$ cat config.mk
export PLATFORM = sky130hd
export DESIGN_NAME = mcu_link_controller
export DESIGN_NICKNAME = d
export VERILOG_FILES = /design/src/rtl/mcu_link_controller.sv
export SDC_FILE = /design/constraint.sdc
export NUM_CORES = 1
export LEC_CHECK = 0
export CORE_UTILIZATION = 48
export DETAILED_ROUTE_END_ITERATION = 7
export PLACE_DENSITY = 0.76
export SLEW_MARGIN = 20
export SYNTH_ARGS = -nofsm -noshare
export SYNTH_HDL_FRONTEND = slang
export SYNTH_SLANG_ARGS = --single-unit
$ cat constraint.sdc
create_clock -name CLK -period 2.71 [get_ports CLK]
set_clock_uncertainty 0.1 [all_clocks]
set_input_delay 0.542 -clock CLK [delete_from_list [all_inputs] [get_ports CLK]]
set_output_delay 0.542 -clock CLK [all_outputs]
set_load 0.01 [all_outputs]
$ cat src/rtl/mcu_link_controller.sv
// MCU-side endpoint of the 6502-MCU mailbox: TX FIFO into the TX latch, RX latch into a valid/ready register.
// state   | meaning
// T_IDLE  | wait for a queued byte while the mailbox TX latch is free
// T_SETUP | TX_DATA driven one cycle ahead of the load strobe
// T_PULSE | TX_LOAD high
// T_BLIND | ignore TX_AVAIL until the synchronizer reflects the load
// R_RESET | first cycle after reset release
// R_INIT  | RX_ACK pulse that arms RX_READY
// R_IDLE  | wait for DATA_WRITTEN with the output slot free
// R_READ  | RX_OE_N low while RX_DATA settles
// R_ACK   | RX_ACK high
// R_CLEAR | wait for DATA_WRITTEN to drop
module mcu_link_controller #(
  parameter int TX_DEPTH     = 4,
  parameter int PULSE_CYCLES = 2,
  parameter int SYNC_STAGES  = 2,
  parameter int RD_SETTLE    = 2
) (
  input  logic        CLK,
  input  logic        RST,
  input  logic        TX_WR,
  input  logic [7:0]  TX_WDATA,
  output logic        TX_FULL,
  output logic        TX_EMPTY,
  output logic        RX_VALID,
  output logic [7:0]  RX_BYTE,
  input  logic        RX_TAKE,
  output logic [7:0]  TX_DATA,
  output logic        TX_LOAD,
  input  logic [7:0]  RX_DATA,
  output logic        RX_OE_N,
  output logic        RX_ACK,
  input  logic        TX_AVAIL,
  input  logic        RX_READY,
  input  logic        DATA_TAKEN,
  input  logic        DATA_WRITTEN,
  output logic [15:0] TX_COUNT,
  output logic [15:0] RX_COUNT
);

  localparam int AW = $clog2(TX_DEPTH);
  localparam int TW = 8;

  typedef enum logic [1:0] {T_IDLE, T_SETUP, T_PULSE, T_BLIND} tx_state_t;
  typedef enum logic [2:0] {R_RESET, R_INIT, R_IDLE, R_READ, R_ACK, R_CLEAR} rx_state_t;

  logic [3:0] sync_q [SYNC_STAGES];
  logic       tx_avail_s, rx_ready_s, data_taken_s, data_written_s;
  logic       unused_flags;

  logic [7:0]    fifo_mem [TX_DEPTH];
  logic [AW:0]   wr_ptr, rd_ptr;
  logic          fifo_empty, fifo_full, push, pop;

  tx_state_t     tx_state, tx_state_n;
  logic [TW-1:0] tx_tmr, tx_tmr_n;
  rx_state_t     rx_state, rx_state_n;
  logic [TW-1:0] rx_tmr, rx_tmr_n;
  logic          rx_capture;

  always_ff @(posedge CLK or posedge RST) begin
    if (RST) begin
      for (int i = 0; i < SYNC_STAGES; i++) sync_q[i] <= '0;
    end else begin
      sync_q[0] <= {DATA_WRITTEN, DATA_TAKEN, RX_READY, TX_AVAIL};
      for (int i = 1; i < SYNC_STAGES; i++) sync_q[i] <= sync_q[i-1];
    end
  end

  assign tx_avail_s     = sync_q[SYNC_STAGES-1][0];
  assign rx_ready_s     = sync_q[SYNC_STAGES-1][1];
  assign data_taken_s   = sync_q[SYNC_STAGES-1][2];
  assign data_written_s = sync_q[SYNC_STAGES-1][3];

  // RX_READY and DATA_TAKEN are synchronized alongside the others but the sequencing never needs them.
  assign unused_flags = rx_ready_s ^ data_taken_s;

  assign fifo_empty = (wr_ptr == rd_ptr);
  assign fifo_full  = (wr_ptr[AW] != rd_ptr[AW]) && (wr_ptr[AW-1:0] == rd_ptr[AW-1:0]);
  assign push       = TX_WR && !fifo_full;

  always_ff @(posedge CLK) begin
    if (push) fifo_mem[wr_ptr[AW-1:0]] <= TX_WDATA;
  end

  always_comb begin
    tx_state_n = tx_state;
    tx_tmr_n   = tx_tmr;
    pop        = 1'b0;
    case (tx_state)
      T_IDLE: begin
        if (!fifo_empty && !tx_avail_s) begin
          pop        = 1'b1;
          tx_state_n = T_SETUP;
        end
      end
      T_SETUP: begin
        tx_state_n = T_PULSE;
        tx_tmr_n   = TW'(PULSE_CYCLES - 1);
      end
      T_PULSE: begin
        if (tx_tmr == '0) begin
          tx_state_n = T_BLIND;
          tx_tmr_n   = TW'(SYNC_STAGES);
        end else begin
          tx_tmr_n = tx_tmr - 1'b1;
        end
      end
      T_BLIND: begin
        if (tx_tmr == '0) tx_state_n = T_IDLE;
        else              tx_tmr_n   = tx_tmr - 1'b1;
      end
      default: tx_state_n = T_IDLE;
    endcase
  end

  always_ff @(posedge CLK or posedge RST) begin
    if (RST) begin
      tx_state <= T_IDLE;
      tx_tmr   <= '0;
      wr_ptr   <= '0;
      rd_ptr   <= '0;
      TX_DATA  <= '0;
      TX_COUNT <= '0;
    end else begin
      tx_state <= tx_state_n;
      tx_tmr   <= tx_tmr_n;
      if (push) wr_ptr <= wr_ptr + 1'b1;
      if (pop) begin
        rd_ptr  <= rd_ptr + 1'b1;
        TX_DATA <= fifo_mem[rd_ptr[AW-1:0]];
      end
      if (tx_state == T_PULSE && tx_state_n == T_BLIND) TX_COUNT <= TX_COUNT + 16'd1;
    end
  end

  assign TX_LOAD  = (tx_state == T_PULSE);
  assign TX_FULL  = fifo_full;
  assign TX_EMPTY = fifo_empty && (tx_state == T_IDLE);

  always_comb begin
    rx_state_n = rx_state;
    rx_tmr_n   = rx_tmr;
    rx_capture = 1'b0;
    case (rx_state)
      R_RESET: begin
        rx_state_n = R_INIT;
        rx_tmr_n   = TW'(PULSE_CYCLES - 1);
      end
      R_INIT: begin
        if (rx_tmr == '0) rx_state_n = R_IDLE;
        else              rx_tmr_n   = rx_tmr - 1'b1;
      end
      R_IDLE: begin
        // The slot also counts as free when the consumer takes the held byte this same cycle.
        if (data_written_s && (!RX_VALID || RX_TAKE)) begin
          rx_state_n = R_READ;
          rx_tmr_n   = TW'(RD_SETTLE - 1);
        end
      end
      R_READ: begin
        if (rx_tmr == '0) begin
          rx_capture = 1'b1;
          rx_state_n = R_ACK;
          rx_tmr_n   = TW'(PULSE_CYCLES - 1);
        end else begin
          rx_tmr_n = rx_tmr - 1'b1;
        end
      end
      R_ACK: begin
        if (rx_tmr == '0) rx_state_n = R_CLEAR;
        else              rx_tmr_n   = rx_tmr - 1'b1;
      end
      R_CLEAR: begin
        if (!data_written_s) rx_state_n = R_IDLE;
      end
      default: rx_state_n = R_RESET;
    endcase
  end

  always_ff @(posedge CLK or posedge RST) begin
    if (RST) begin
      rx_state <= R_RESET;
      rx_tmr   <= '0;
      RX_VALID <= 1'b0;
      RX_BYTE  <= '0;
      RX_COUNT <= '0;
    end else begin
      rx_state <= rx_state_n;
      rx_tmr   <= rx_tmr_n;
      if (rx_capture) begin
        RX_VALID <= 1'b1;
        RX_BYTE  <= RX_DATA;
        RX_COUNT <= RX_COUNT + 16'd1;
      end else if (RX_VALID && RX_TAKE) begin
        RX_VALID <= 1'b0;
      end
    end
  end

  assign RX_OE_N = (rx_state != R_READ);
  assign RX_ACK  = (rx_state == R_INIT) || (rx_state == R_ACK);

endmodule

# Yosys cells after proc, flatten, opt, wreduce, memory -nomap -nowiden
# Memories as Yosys holds them, arrays and structs flattened. A register that Yosys moved wholly into a read port is not among the register bits.
# Cells that the tools add are included.
# word_totals
register_bits	76
mem_bits_rw	32
in_bits	24
out_inout_bits	54
elab_cells	88
n_memories	1
# memory_table
memory	words	word_bits	read_ports	rd_ports_with_merged_regs	wr	line	text
fifo_mem	4	8	1	1	1	51	logic [7:0] fifo_mem [TX_DEPTH];
# op_classes
n_addsub	6
eq_ne	20
muxes	25
reduce_logical	24
# ops
cell	count
two-way mux 8 bit	5
adder 16 x 1 -> 16 bit (second input constant)	2
case mux 8 bit (4 select lines)	1
case mux 8 bit (3 select lines)	1
case mux 3 bit (6 select lines)	1
zero test 8 bit	2
subtractor 8 x 1 -> 8 bit (second input constant)	2
two-way mux 3 bit	5
!= test 2 bit (second input constant)	7
two-way mux 1 bit	8
case mux 2 bit (4 select lines)	1
logical AND 1 bit	7
adder 3 x 1 -> 3 bit (second input constant)	2
== test 2 bit (second input constant)	3
== test 3 x 2 -> 1 bit (second input constant)	2
== test 3 bit (second input constant)	2
two-way mux 2 bit	3
AND reduction 5 bit	1
zero test 1 bit	4
nonzero test 4 bit	1
== test 3 x 1 -> 1 bit (second input constant)	1
== test 3 bit	1
zero test 3 bit	1
!= test 3 x 2 -> 1 bit (second input constant)	1
other kinds (10)	11

# Logic depth before layout (Yosys ltp)
# depth
ltp_word	7
mapped_depth	8

# Worst setup path after synthesis
# Ideal clock, no wire load.
# synth_path
path_kind	register to register
from	register rx_tmr[0]
to	register rx_tmr[6]
arrival_ps	1996
required_time_ps	2476
setup_slack_ps	480
stages_incl_launch_ff	9
path_buffers	1
synth_period_minus_slack_ps	2230
path_cell_list	dfrtp_1 -> inv_1 -> ha_1 -> or3b_2 -> or2_2 -> a211oi_1 -> buf_2 -> nor4_1 -> mux2i_1
# synth_via
elab_chain_len	3
# synth_rtl
item	line	text
start: declaration	58	logic [TW-1:0] rx_tmr, rx_tmr_n;
start signal: assignment	190	rx_tmr <= rx_tmr_n;
subtractor 8 x 1 -> 8 bit / zero test 8 bit (equally long branches)	n/a	
two-way mux 8 bit (tied with other cells)	151, 171	
case mux 8 bit (4 select lines) / AND reduction 3 bit (equally long branches)	n/a	
# Parallel ways exist; a longest one is shown, timed or not. The select of a mux whose other input is x is not followed.
# A chain may end at the register's enable or synchronous reset.

# Final worst setup path
# layout_path
from	register wr_ptr[1]
to	output port TX_EMPTY
# layout_via
elab_chain_len	2
# layout_rtl
item	line	text
start: declaration	52	logic [AW:0] wr_ptr, rd_ptr;
start signal: assignment	128	if (push) wr_ptr <= wr_ptr + 1'b1;
== test 3 bit	78	assign fifo_empty = (wr_ptr == rd_ptr);
logical AND 1 bit	139	assign TX_EMPTY = fifo_empty && (tx_state == T_IDLE);
end: declaration	24	output logic TX_EMPTY,
# No other way between the ends.

==> out/results.ini <==
[status]
outcome = complete, no violations

[timing]
min_period_ns = 2.58
fin_tns_setup_ns = 0
tightest_slew_ns = 0.597
hold_viol = 0
rsz0062_at_grt = no
maxSlewHeadroom_pct = 59.9
fin_crit_sh_pct = 95.4
setup_viol = 0
fmax_ghz = 0.387
slew_violations = 0

[place]
place_congestion = 0.805
dp_cells = 611
numPortBuffers = 75
dp_hpwl_microns = 6680

[worst_setup_path]
cp_slowest_cell = clkdlybuf4s50_1
r2r-end = RX_COUNT[13]$_DFFE_PP0P_
critPathLaunch = wr_ptr[1]$_DFFE_PP0P_
r2r_setup_slack_ns = 0.30
r2r_cells = 9
arrival_ns = 1.94
max_stage_delay_ns = 0.53
path_depth = 4
worstPathRequired_ns = 2.07
path_class = reg2out
reg2reg_from = rx_tmr[1]$_DFFE_PP0P_
critPathTopFamily = buffers and inverters
critPathLaunchType = flip-flop
path_buf_inv = 1
crit_path_end = TX_EMPTY
worstPathMaxFanout = 4
path_cells = xor2_1 > nor3b_2 > and2_1 > clkdlybuf4s50_1
worst_setup_path_end_kind = output pin

[route]
drt_wl_total_microns = 9560
vias = 3292
viasPerCell = 5.25
drt_iter0_drc = 105
drcViolationCount = 0
ant_nets = 0
first_pass_iters = 6
wl_per_cell_microns = 15.2

[cts]
h-tree-depth = 3
cts_sinks = 112
cts_tree = built
ctsLongestPathBuffers = 2
clockRootBuffer = clkbuf_8
cts_made_buffers = 9
clock_latency_ns = 0.39
path_clk_slew_ns = 0.11

[flow_run]
maxCapViolCount = 0

[synth]
synth_ff_type = dfrtp_1
yosys.area.top_type = dfrtp_1
synth.area.top_cells = dfrtp_1, edfxtp_1, nand2_1, xnor2_1, mux4_2
synth_top_family_by_area = simple AND/OR/NAND/NOR gates
synth-xor-area-share_pct = 7.32
syn-cell-area_sq_mm = 0.00490
synth_area_per_cell_sq_um = 12.3
synth-compound-area-share_pct = 5.10
yosysTopAreaCellShare_pct = 40.8
async_flop_share_pct = 71.4
ys_warn_count = 0
synth_mux_area_share_pct = 6.58
yosys_register_bits = 112
ys_types = 45
synth_edf_count = 32
synth_simple_gate_area_share_pct = 15.4
synth.net_count = 435
yosysSeqAreaShare_pct = 60.4
synth_cells = 400
synth_adder_area_share_pct = 2.81

[global_route]
grt_usage_pct = 19.6
grt_pass1_wl_microns = 15600
antenna_found_initial = 0
grt_pass1_vias = 3275
grt_max_degree = 41
grt-ovfl-total = 0

[floorplanning]
fp-row-count = 36
dieArea_sq_mm = 0.0106
core_area_sq_mm = 0.00982
start_util_pct = 49.9
pin_count = 78
die_y_microns = 103
die_w_microns = 103

[power_and_ir_drop]
peakVddDrop_v = 0.000582
p_leak_uw = 0.00256
power.density_mw_per_mm2 = 931

[final_layout]
finalNetCount = 524
finalNonFillerCells = 627
fillers = 801
areaGrowthSynthToFinish_pct = 25.1
layout-drive-gt1-share_pct = 12.3
n_antenna_cell = 0

[min_path]
min_path_type = reg2reg

## metrics by stage
step / hold slack [ns] / total power [uW] / worst slack (ns) / util [%] / cell area (sq um)
floorplan: 0.231 / 3780 / 0.0163 / - / 4900
global placement: 0.235 / 4540 / 0.0284 / 60.1 / 5900
detailed placement: 0.236 / 4640 / 0.0146 / 60.1 / 5900
CTS: 0.268 / 5760 / 0.0776 / 62.4 / 6130
global route: 0.274 / 6100 / 0.00799 / 62.5 / 6130
finish: 0.266 / 5710 / 0.125 / 62.5 / 6130
## synth_stat cells (all sizes together) (5+ instances only)
library cell / count
mux4: 8
edfxtp: 32
nand2: 56
xor2: 17
ha: 11
dfrtp: 80
or3: 5
inv: 17
and2: 7
nor3: 7
mux2: 10
buf: 5
clkbuf: 7
nand4: 9
or4: 5
o21ai: 10
xnor2: 24
nand3: 11
a21oi: 7
nor2: 27
## cell usage in the layout (no fill, tap or decap), types with 4 or more instances in the layout
cell type / netlist / layout
a21oi_1: 7 / 7
nand4_1: 7 / 7
and2_1: 7 / 7
buf_4: 0 / 14
or3_1: 5 / 5
ha_1: 11 / 11
nand2_1: 56 / 56
mux2_2: 10 / 10
nor2b_1: 4 / 4
nor3_1: 4 / 4
clkdlybuf4s50_1: 0 / 75
or4_1: 5 / 5
and3_1: 4 / 4
inv_1: 17 / 16
edfxtp_1: 32 / 32
o21ai_0: 10 / 10
nor2_1: 27 / 27
xor2_1: 17 / 17
mux4_2: 8 / 8
nand3_1: 11 / 11
dfrtp_1: 80 / 79
clkbuf_8: 0 / 9
xnor2_1: 24 / 24
## worst reg2reg max path: stages (launching register included)
cell	delay [ns]
dfrtp_1	0.40
inv_1	0.10
ha_1	0.15
or3b_2	0.45
buf_4	0.16
nor3_2	0.14
buf_4	0.24
nand4_1	0.23
nor3_1	0.23
xor2_1	0.16
## flip-flops by register name, summed over array words and instances (netlist names), 2 cells and up
signal and cells:
fifo_mem 32, RX_COUNT 16, rx_tmr 8, rd_ptr 3, tx_state 2, TX_DATA 8, wr_ptr 3, RX_BYTE 8
sync_q 3, rx_state 3, tx_tmr 8, TX_COUNT 16
## repair_timing
item,4_1_cts,5_1_grt
setup endpoints to repair,1,6
hold buffers,0,0
setup buffers,0,0
hold endpoints to repair,0,0
gates resized for setup,1,2
## layout make-up
| type | instances | area [sq um] | area share, % |
|---|---|---|---|
| clock buffers | 11 | 153 | 2.49 |
| repair buffers | 90 | 876 | 14.3 |
| clock inverters | 5 | 67.6 | 1.10 |
| inverters | 17 | 65.1 | 1.06 |
| well taps | 133 | 166 | 2.71 |
| multi-input cells | 259 | 1840 | 30.0 |
| flip-flops and latches | 112 | 2960 | 48.3 |
## cells by family (layout without fill, tap and decap cells)
family | after synthesis | count (layout)
buffers and inverters | 29 | 123
muxes | 21 | 21
DFF | 112 | 112
AOI/OAI and AO/OA | 38 | 38
adders and majority gates | 11 | 11
xor gates and xnor gates | 41 | 41
and+or+nand+nor | 148 | 148
## report_power, final
group / switching, uW / leakage, uW / internal [uW] / total [uW]
registers: 361 / 0.00131 / 2200 / 2560
clock network: 597 / 0.000112 / 499 / 1100
logic: 975 / 0.00115 / 1080 / 2060
## per-layer routing
layer | wire length [microns] | up-vias | global-route usage, %
li1 | - | 1567 | -
met1 | 4220 | 1645 | 25.3
met2 | 4810 | 66 | 31.8
met3 | 370 | 14 | 4.68
met4 | 153 | 0 | 8.23
met5 | 0 | - | 0
## worst min path at each step
stage | startpoint | end | slack, ns | cells past startpoint
finish | sync_q[4]$_DFF_PP0_ | sync_q[0]$_DFF_PP0_ | 0.27 | 0
global route | sync_q[4]$_DFF_PP0_ | sync_q[0]$_DFF_PP0_ | 0.27 | 0
CTS | sync_q[4]$_DFF_PP0_ | sync_q[0]$_DFF_PP0_ | 0.27 | 0
detailed placement | sync_q[7]$_DFF_PP0_ | data_written_s$_DFF_PP0_ | 0.24 | 0
global placement | sync_q[7]$_DFF_PP0_ | data_written_s$_DFF_PP0_ | 0.24 | 0
floorplan | sync_q[7]$_DFF_PP0_ | data_written_s$_DFF_PP0_ | 0.23 | 0
Power figures use the tool's default switching activity.
